[config.mk]
export PLATFORM = sky130hd
export DESIGN_NAME = divider_iter_flat
export DESIGN_NICKNAME = d
export VERILOG_FILES = /design/src/rtl/divider_iter_pkg.sv /design/src/rtl/divider_iter_if.sv /design/src/rtl/divider_iter_sign_fix.sv /design/src/rtl/divider_iter.sv /design/src/flat_wrapper.sv
export SDC_FILE = /design/constraint.sdc
export NUM_CORES = 1
export LEC_CHECK = 0
export BUFFER_PORTS_ARGS = -buffer_cell sky130_fd_sc_hd__buf_4
export CORE_MARGIN = 2
export CORE_UTILIZATION = 60
export DETAILED_ROUTE_END_ITERATION = 16
export PLACE_DENSITY = 0.9
export SLEW_MARGIN = 25
export SYNTH_ARGS = -nofsm -noshare
export SYNTH_HDL_FRONTEND = slang
export SYNTH_SLANG_ARGS = --single-unit
export TNS_END_PERCENT = 20
[constraint.sdc]
create_clock -name clk -period 6.4 [get_ports clk]
set_input_delay 0.32 -clock clk [delete_from_list [all_inputs] [get_ports clk]]
set_output_delay 0.32 -clock clk [all_outputs]
set_load 0.03 [all_outputs]
[src/rtl/divider_iter_pkg.sv]
// ============================================================================
// divider_iter_pkg : shared types and constants for the iterative divider
// Rev 1.0
// ============================================================================
`default_nettype none

`ifndef XLEN
`define XLEN 32
`endif

package divider_iter_pkg;

    localparam int XLEN     = `XLEN;
    localparam int DIV_ITER = XLEN;
    localparam int CNT_W    = 6;

    localparam logic [XLEN-1:0] XLEN_MIN = {1'b1, {(XLEN-1){1'b0}}};

    typedef enum logic [2:0] {
        ALU_D_NONE = 3'd0,
        ALU_D_DIV  = 3'd1,
        ALU_D_DIVU = 3'd2,
        ALU_D_REM  = 3'd3,
        ALU_D_REMU = 3'd4
    } type_alu_d_ops_e;

    typedef struct packed {
        logic [XLEN-1:0] alu_operand_1;
        logic [XLEN-1:0] alu_operand_2;
        type_alu_d_ops_e alu_d_ops;
    } type_exe2div_s;

    typedef enum logic [1:0] {
        ST_IDLE = 2'd0,
        ST_CALC = 2'd1,
        ST_DONE = 2'd2
    } type_div_state_e;

    function automatic logic [XLEN-1:0] twos_neg(input logic [XLEN-1:0] v);
        return (~v) + {{(XLEN-1){1'b0}}, 1'b1};
    endfunction

endpackage

`default_nettype wire

[src/rtl/divider_iter_if.sv]
// ============================================================================
// divider_iter_if : execute-stage <-> divider handshake bundle
// Rev 1.0
// ============================================================================
`default_nettype none

interface divider_iter_if;
    import divider_iter_pkg::*;

    type_exe2div_s   exe2div_i;
    logic            div_flush_i;
    logic [XLEN-1:0] div_result_o;
    logic            div_valid_o;
    logic            div_stall_o;

    modport master (
        output exe2div_i, div_flush_i,
        input  div_result_o, div_valid_o, div_stall_o
    );

    modport slave (
        input  exe2div_i, div_flush_i,
        output div_result_o, div_valid_o, div_stall_o
    );

endinterface

`default_nettype wire

[src/rtl/divider_iter_sign_fix.sv]
// ============================================================================
// div_sign_fix : operand magnitudes, special-case detection, result signing
// Rev 1.0
// ============================================================================
`default_nettype none

module div_sign_fix
    import divider_iter_pkg::*;
(
    input  type_alu_d_ops_e op_i,
    input  logic [XLEN-1:0] dividend_i,
    input  logic [XLEN-1:0] divisor_i,
    input  logic [XLEN-1:0] quo_mag_i,
    input  logic [XLEN-1:0] rem_mag_i,
    output logic [XLEN-1:0] dividend_mag_o,
    output logic [XLEN-1:0] divisor_mag_o,
    output logic [XLEN-1:0] result_o,
    output logic            special_o
);

    logic w_signed_op, w_rem_op, w_dvd_neg, w_dvs_neg, w_div_zero, w_ovf;

    assign w_signed_op = (op_i == ALU_D_DIV) || (op_i == ALU_D_REM);
    assign w_rem_op    = (op_i == ALU_D_REM) || (op_i == ALU_D_REMU);
    assign w_dvd_neg   = w_signed_op & dividend_i[XLEN-1];
    assign w_dvs_neg   = w_signed_op & divisor_i[XLEN-1];
    assign w_div_zero  = (divisor_i == '0);
    assign w_ovf       = w_signed_op && (dividend_i == XLEN_MIN) && (divisor_i == '1);

    assign dividend_mag_o = w_dvd_neg ? twos_neg(dividend_i) : dividend_i;
    assign divisor_mag_o  = w_dvs_neg ? twos_neg(divisor_i)  : divisor_i;
    assign special_o      = w_div_zero | w_ovf;

    always_comb begin
        result_o = '0;
        if (w_div_zero) begin
            result_o = w_rem_op ? dividend_i : '1;
        end else if (w_ovf) begin
            result_o = w_rem_op ? '0 : XLEN_MIN;
        end else if (w_rem_op) begin
            // remainder follows the dividend's sign
            result_o = w_dvd_neg ? twos_neg(rem_mag_i) : rem_mag_i;
        end else begin
            result_o = (w_dvd_neg ^ w_dvs_neg) ? twos_neg(quo_mag_i) : quo_mag_i;
        end
    end

endmodule

`default_nettype wire

[src/rtl/divider_iter.sv]
// ============================================================================
// divider_iter : restoring radix-2 divider, one quotient bit per cycle
// Rev 1.0
// ============================================================================
`default_nettype none

module divider_iter
    import divider_iter_pkg::*;
(
    input  logic          clk,
    input  logic          rst_n,
    divider_iter_if.slave div_if
);

    type_div_state_e state_q, state_d;
    type_alu_d_ops_e op_q, op_d;
    logic [CNT_W-1:0] cnt_q, cnt_d;
    logic [XLEN-1:0]  quo_q, quo_d, rem_q, rem_d, dsr_q, dsr_d;
    logic [XLEN-1:0]  dvd_q, dvd_d, dvs_q, dvs_d, result_q, result_d;
    logic             valid_q, valid_d, stall;

    logic            req, special, step_ge;
    type_alu_d_ops_e src_op;
    logic [XLEN-1:0] src_dvd, src_dvs, dvd_mag, dvs_mag, fix_result;
    logic [XLEN-1:0] rem_sub, rem_step, quo_step;
    logic [XLEN:0]   rem_shift;

    assign req = (div_if.exe2div_i.alu_d_ops != ALU_D_NONE);

    // live operands feed the sign logic at acceptance, latched ones afterwards
    assign src_op  = (state_q == ST_IDLE) ? div_if.exe2div_i.alu_d_ops     : op_q;
    assign src_dvd = (state_q == ST_IDLE) ? div_if.exe2div_i.alu_operand_1 : dvd_q;
    assign src_dvs = (state_q == ST_IDLE) ? div_if.exe2div_i.alu_operand_2 : dvs_q;

    div_sign_fix u_sign_fix (
        .op_i           (src_op),
        .dividend_i     (src_dvd),
        .divisor_i      (src_dvs),
        .quo_mag_i      (quo_step),
        .rem_mag_i      (rem_step),
        .dividend_mag_o (dvd_mag),
        .divisor_mag_o  (dvs_mag),
        .result_o       (fix_result),
        .special_o      (special)
    );

    // quo_q starts as the dividend magnitude and shifts its bits into the remainder
    assign rem_shift = {rem_q, quo_q[XLEN-1]};
    assign step_ge   = (rem_shift >= {1'b0, dsr_q});
    assign rem_sub   = rem_shift[XLEN-1:0] - dsr_q;
    assign rem_step  = step_ge ? rem_sub : rem_shift[XLEN-1:0];
    assign quo_step  = {quo_q[XLEN-2:0], step_ge};

    always_comb begin
        state_d  = state_q;
        op_d     = op_q;
        cnt_d    = cnt_q;
        quo_d    = quo_q;
        rem_d    = rem_q;
        dsr_d    = dsr_q;
        dvd_d    = dvd_q;
        dvs_d    = dvs_q;
        valid_d  = 1'b0;
        result_d = '0;
        stall    = 1'b0;

        if (div_if.div_flush_i) begin
            state_d = ST_IDLE;
            cnt_d   = '0;
        end else begin
            case (state_q)
                ST_IDLE: begin
                    if (req) begin
                        stall = 1'b1;
                        op_d  = div_if.exe2div_i.alu_d_ops;
                        dvd_d = div_if.exe2div_i.alu_operand_1;
                        dvs_d = div_if.exe2div_i.alu_operand_2;
                        if (special) begin
                            state_d  = ST_DONE;
                            valid_d  = 1'b1;
                            result_d = fix_result;
                        end else begin
                            state_d = ST_CALC;
                            cnt_d   = '0;
                            quo_d   = dvd_mag;
                            rem_d   = '0;
                            dsr_d   = dvs_mag;
                        end
                    end
                end
                ST_CALC: begin
                    stall = 1'b1;
                    quo_d = quo_step;
                    rem_d = rem_step;
                    cnt_d = cnt_q + 1'b1;
                    if (cnt_q == CNT_W'(DIV_ITER - 1)) begin
                        state_d  = ST_DONE;
                        valid_d  = 1'b1;
                        result_d = fix_result;
                    end
                end
                ST_DONE: state_d = ST_IDLE;
                default: state_d = ST_IDLE;
            endcase
        end
    end

    always_ff @(posedge clk or negedge rst_n) begin
        if (!rst_n) begin
            state_q  <= ST_IDLE;
            op_q     <= ALU_D_NONE;
            cnt_q    <= '0;
            quo_q    <= '0;
            rem_q    <= '0;
            dsr_q    <= '0;
            dvd_q    <= '0;
            dvs_q    <= '0;
            valid_q  <= 1'b0;
            result_q <= '0;
        end else begin
            state_q  <= state_d;
            op_q     <= op_d;
            cnt_q    <= cnt_d;
            quo_q    <= quo_d;
            rem_q    <= rem_d;
            dsr_q    <= dsr_d;
            dvd_q    <= dvd_d;
            dvs_q    <= dvs_d;
            valid_q  <= valid_d;
            result_q <= result_d;
        end
    end

    assign div_if.div_stall_o  = rst_n & stall;
    assign div_if.div_valid_o  = valid_q & ~div_if.div_flush_i;
    assign div_if.div_result_o = div_if.div_flush_i ? '0 : result_q;

endmodule

`default_nettype wire

[src/flat_wrapper.sv]
// flat-port wrapper written by rule: the top's interface ports become plain ports
module divider_iter_flat import divider_iter_pkg::*;
  (clk, rst_n, div_if_exe2div_i, div_if_div_flush_i, div_if_div_result_o, div_if_div_valid_o, div_if_div_stall_o);
  divider_iter_if div_if_i ();
  input  logic clk;
  input  logic rst_n;
  input wire logic [$bits(div_if_i.exe2div_i)-1:0] div_if_exe2div_i;
  input wire logic [$bits(div_if_i.div_flush_i)-1:0] div_if_div_flush_i;
  output wire logic [$bits(div_if_i.div_result_o)-1:0] div_if_div_result_o;
  output wire logic [$bits(div_if_i.div_valid_o)-1:0] div_if_div_valid_o;
  output wire logic [$bits(div_if_i.div_stall_o)-1:0] div_if_div_stall_o;
  assign div_if_i.exe2div_i = div_if_exe2div_i;
  assign div_if_i.div_flush_i = div_if_div_flush_i;
  assign div_if_div_result_o = div_if_i.div_result_o;
  assign div_if_div_valid_o = div_if_i.div_valid_o;
  assign div_if_div_stall_o = div_if_i.div_stall_o;
  divider_iter u_core (.clk(clk), .rst_n(rst_n), .div_if(div_if_i));
endmodule
==> flow_metrics.py <==
metrics = {
    "run_status": {
        "outcome": "finished clean",
    },
    "sta": {
        "skew_ns": 0.0104,
        "fin_setup_tns_ns": 0,
        "hold_ws_ns": 0.00289,
        "max_freq_mhz": 180,
        "period_minus_slack_ns": 5.55,
        "slew-limit-headroom_pct": 33.0,
        "rsz0062_at_grt": "false",
        "finalHoldViolations": 0,
        "worst_pin_slew_ns": 1.00,
        "finalMaxSlewViolations": 0,
        "fin_crit_sh_pct": 86.8,
        "final-setup-viol-count": 0,
        "setup_slack_ns": 0.847,
    },
    "setup_path": {
        "path_max_fanout": 37,
        "start_kind": "register",
        "critPathRequiredTime_ns": 6.76,
        "crit_arrival_ns": 5.91,
        "cp-end-kind": "register",
        "criticalPathCategory": "register to register",
    },
    "cts": {
        "cts_sinks": 204,
        "cts_max_path_buffers": 3,
        "clk_pin_slew_worst_paths_ns": 0.06,
        "postCtsResizedCells": 0,
        "cts_buffers": 24,
        "cts_max_level": 1,
        "root_buffer": "clkbuf_16",
        "cts_tree": "built",
        "clk_latency_ns": 0.53,
    },
    "power": {
        "power.density_nw_per_um2": 509,
        "finalPower_mw": 8.77,
        "peakVddDrop_mv": 0.319,
        "p_int_mw": 4.34,
        "total_leakage_power_nw": 7.88,
        "p_clk_share_pct": 16.7,
        "power.switching_mw": 4.43,
        "comb_power_share_pct": 60.8,
        "swShare_pct": 50.5,
        "p_seq_share_pct": 22.5,
    },
    "yosys": {
        "synth_cell_types": 94,
        "syn_avg_cell_area_um2": 7.85,
        "syn_inst": 1985,
        "synth_top_flop_cell": "dfrtp_1",
        "synth_edf_count": 0,
        "yosysWarnings": 0,
        "synth_async_sr_flop_share_pct": 100,
        "ys_seq_elements": 204,
        "seq_area_frac_synth_pct": 32.8,
        "syn_area_um2": 15600,
        "syn_nets": 2094,
    },
    "floorplan": {
        "pin_count": 104,
        "die_x_um": 165,
        "die_area_um2": 27300,
        "rows": 58,
        "die_height_um": 165,
        "start_util_pct": 61.5,
        "coreArea_um2": 25300,
    },
    "grt": {
        "grt_max_degree": 71,
        "grt_overflow": 0,
        "antenna_found_initial": 0,
        "grt_pass1_wl_mm": 78.3,
        "grt_util_all_layers_pct": 36.6,
        "grt_pass1_vias": 14400,
    },
    "detailed_routing": {
        "routed_wl_mm": 49.8,
        "postRouteAntennaNets": 0,
        "viasPerCell": 6.58,
        "drc": 0,
        "drt-pass1-iter-count": 8,
        "dr.first_iter.drc_count": 2059,
        "vias": 15500,
        "avgRoutedWirePerCell_um": 21.1,
    },
    "final_layout": {
        "layout-drive-gt1-share_pct": 10.5,
        "layout_common_cells": "nand2_1, dfrtp_1, o21ai_0",
        "final_common_cell": "nand2_1",
        "syn2layout_area_growth_pct": 10.7,
        "final_nets": 2124,
        "diodes": 0,
        "final_util_pct": 68.1,
    },
    "place": {
        "hpwl_mm": 36.1,
        "port_buffers": 103,
        "dp_slack_ns": 1.01,
        "gp_congestion": 1.00,
    },
    "job": {
        "cap_violations": 0,
    },
    "worst_hold_path": {
        "hp-class": "input port to register",
    },
}
[critical path, stage by stage, from the launching register on]
cell and delay [ns]:
dfrtp_1 0.48, ha_1 0.41, a21o_1 0.25, a21oi_1 0.39, a211oi_4 0.13, o31ai_4 0.43
nand2_4 0.39, inv_4 0.45, mux2i_1 0.34, ha_1 0.25, nor2b_1 0.24, nand3_1 0.10
nor3_1 0.23, a41o_1 0.24, and4_1 0.33, nand4_1 0.20, o211ai_1 0.22, o31a_1 0.16
o221ai_1 0.11
[registers in the layout, indices dropped and copies added (netlist names)]
signal and cells:
u_core.state_q 2, u_core.quo_q 32, u_core.valid_q 1, u_core.rem_q 32, u_core.dvd_q 32, u_core.cnt_q 6, u_core.op_q 3, u_core.dsr_q 32
u_core.dvs_q 32, u_core.result_q 32
[cells in the mapped netlist (all sizes together) (8+ instances only)]
cell type / instances / area (um2)
nand2: 410 / 1550
o21ai: 209 / 1050
dfrtp: 204 / 5100
a21oi: 146 / 731
nor2: 123 / 472
mux2i: 78 / 781
xor2: 72 / 631
buf: 67 / 400
xnor2: 63 / 552
clkbuf: 59 / 223
inv: 52 / 198
nor2b: 43 / 269
ha: 38 / 475
nor3: 37 / 195
o31ai: 30 / 258
nor4: 29 / 188
a31oi: 27 / 181
nand3: 27 / 135
nand4: 27 / 190
or3: 21 / 136
o211ai: 17 / 128
and3: 14 / 87.6
nand2b: 14 / 87.6
a21o: 13 / 97.6
and2: 13 / 81.3
a211oi: 12 / 108
and4: 10 / 87.6
or2: 10 / 62.6
or4: 9 / 67.6
o21a: 8 / 60.1
[final timing paths]
path,from,end,slack [ns],cells after the start
max in group asynchronous,rst_n,u_core.dsr_q[15],4.62,3
setup reg to reg,u_core.rem_q[2],u_core.result_q[30],0.85,18
hold / removal,div_if_exe2div_i[65],u_core.dvd_q[30],0.003,3
hold reg to reg,u_core.dvd_q[22],u_core.dvd_q[22],0.47,2
setup / recovery,u_core.rem_q[2],u_core.result_q[30],0.85,18
min in group asynchronous,rst_n,u_core.quo_q[18],0.38,2
[through the flow]
stage | cell area, um2 | cells
2_1_floorplan | 15600 | 1985
3_3_place_gp | 16300 | 2312
3_5_place_dp | 16300 | 2312
4_1_cts | 17200 | 2362
5_1_grt | 17200 | 2362
6_report | 17200 | 2362
[power by group through the flow]
stage	Clock [mW]	Combinational (mW)	Sequential, mW
after detailed placement	0	5.11	1.97
final	1.46	5.33	1.98
after floorplan	0	3.92	1.85
after global placement	0	5.03	1.95
after CTS	1.46	5.16	1.95
after global routing	1.52	5.74	2.01
[per-layer routing]
| layer | GRT usage [%] | wire (um) |
|---|---|---|
| met5 | 0 | 0 |
| met4 | 11.3 | 1770 |
| met3 | 7.39 | 6190 |
| met2 | 54.4 | 21200 |
| met1 | 53.6 | 20600 |
[cells by family after synthesis]
group / after synthesis / synth area share [%]
adders and majority gates: 39 / 3.18
AOI/OAI and AO/OA: 538 / 21.3
and+or+nand+nor: 807 / 24.5
buffers and inverters: 178 / 5.27
muxes: 84 / 5.45
xor gates and xnor gates: 135 / 7.59
DFF: 204 / 32.8
[area by class of cell]
| class | count | area (um2) |
|---|---|---|
| Multi-Input combinational cell | 1603 | 9670 |
| Fill cell | 2001 | 8090 |
| Sequential cell | 204 | 5100 |
| Timing Repair Buffer | 130 | 1010 |
| Clock buffer | 31 | 698 |
| Tap cell | 330 | 413 |
| Inverter | 52 | 198 |
| Clock inverter | 12 | 145 |
[timing repair]
item                      in CTS  in global routing
setup buffers                  0                  0
hold endpoints to repair      70                  0
hold buffers                   7                  0
Note: power is estimated with default switching activity, not from simulation.
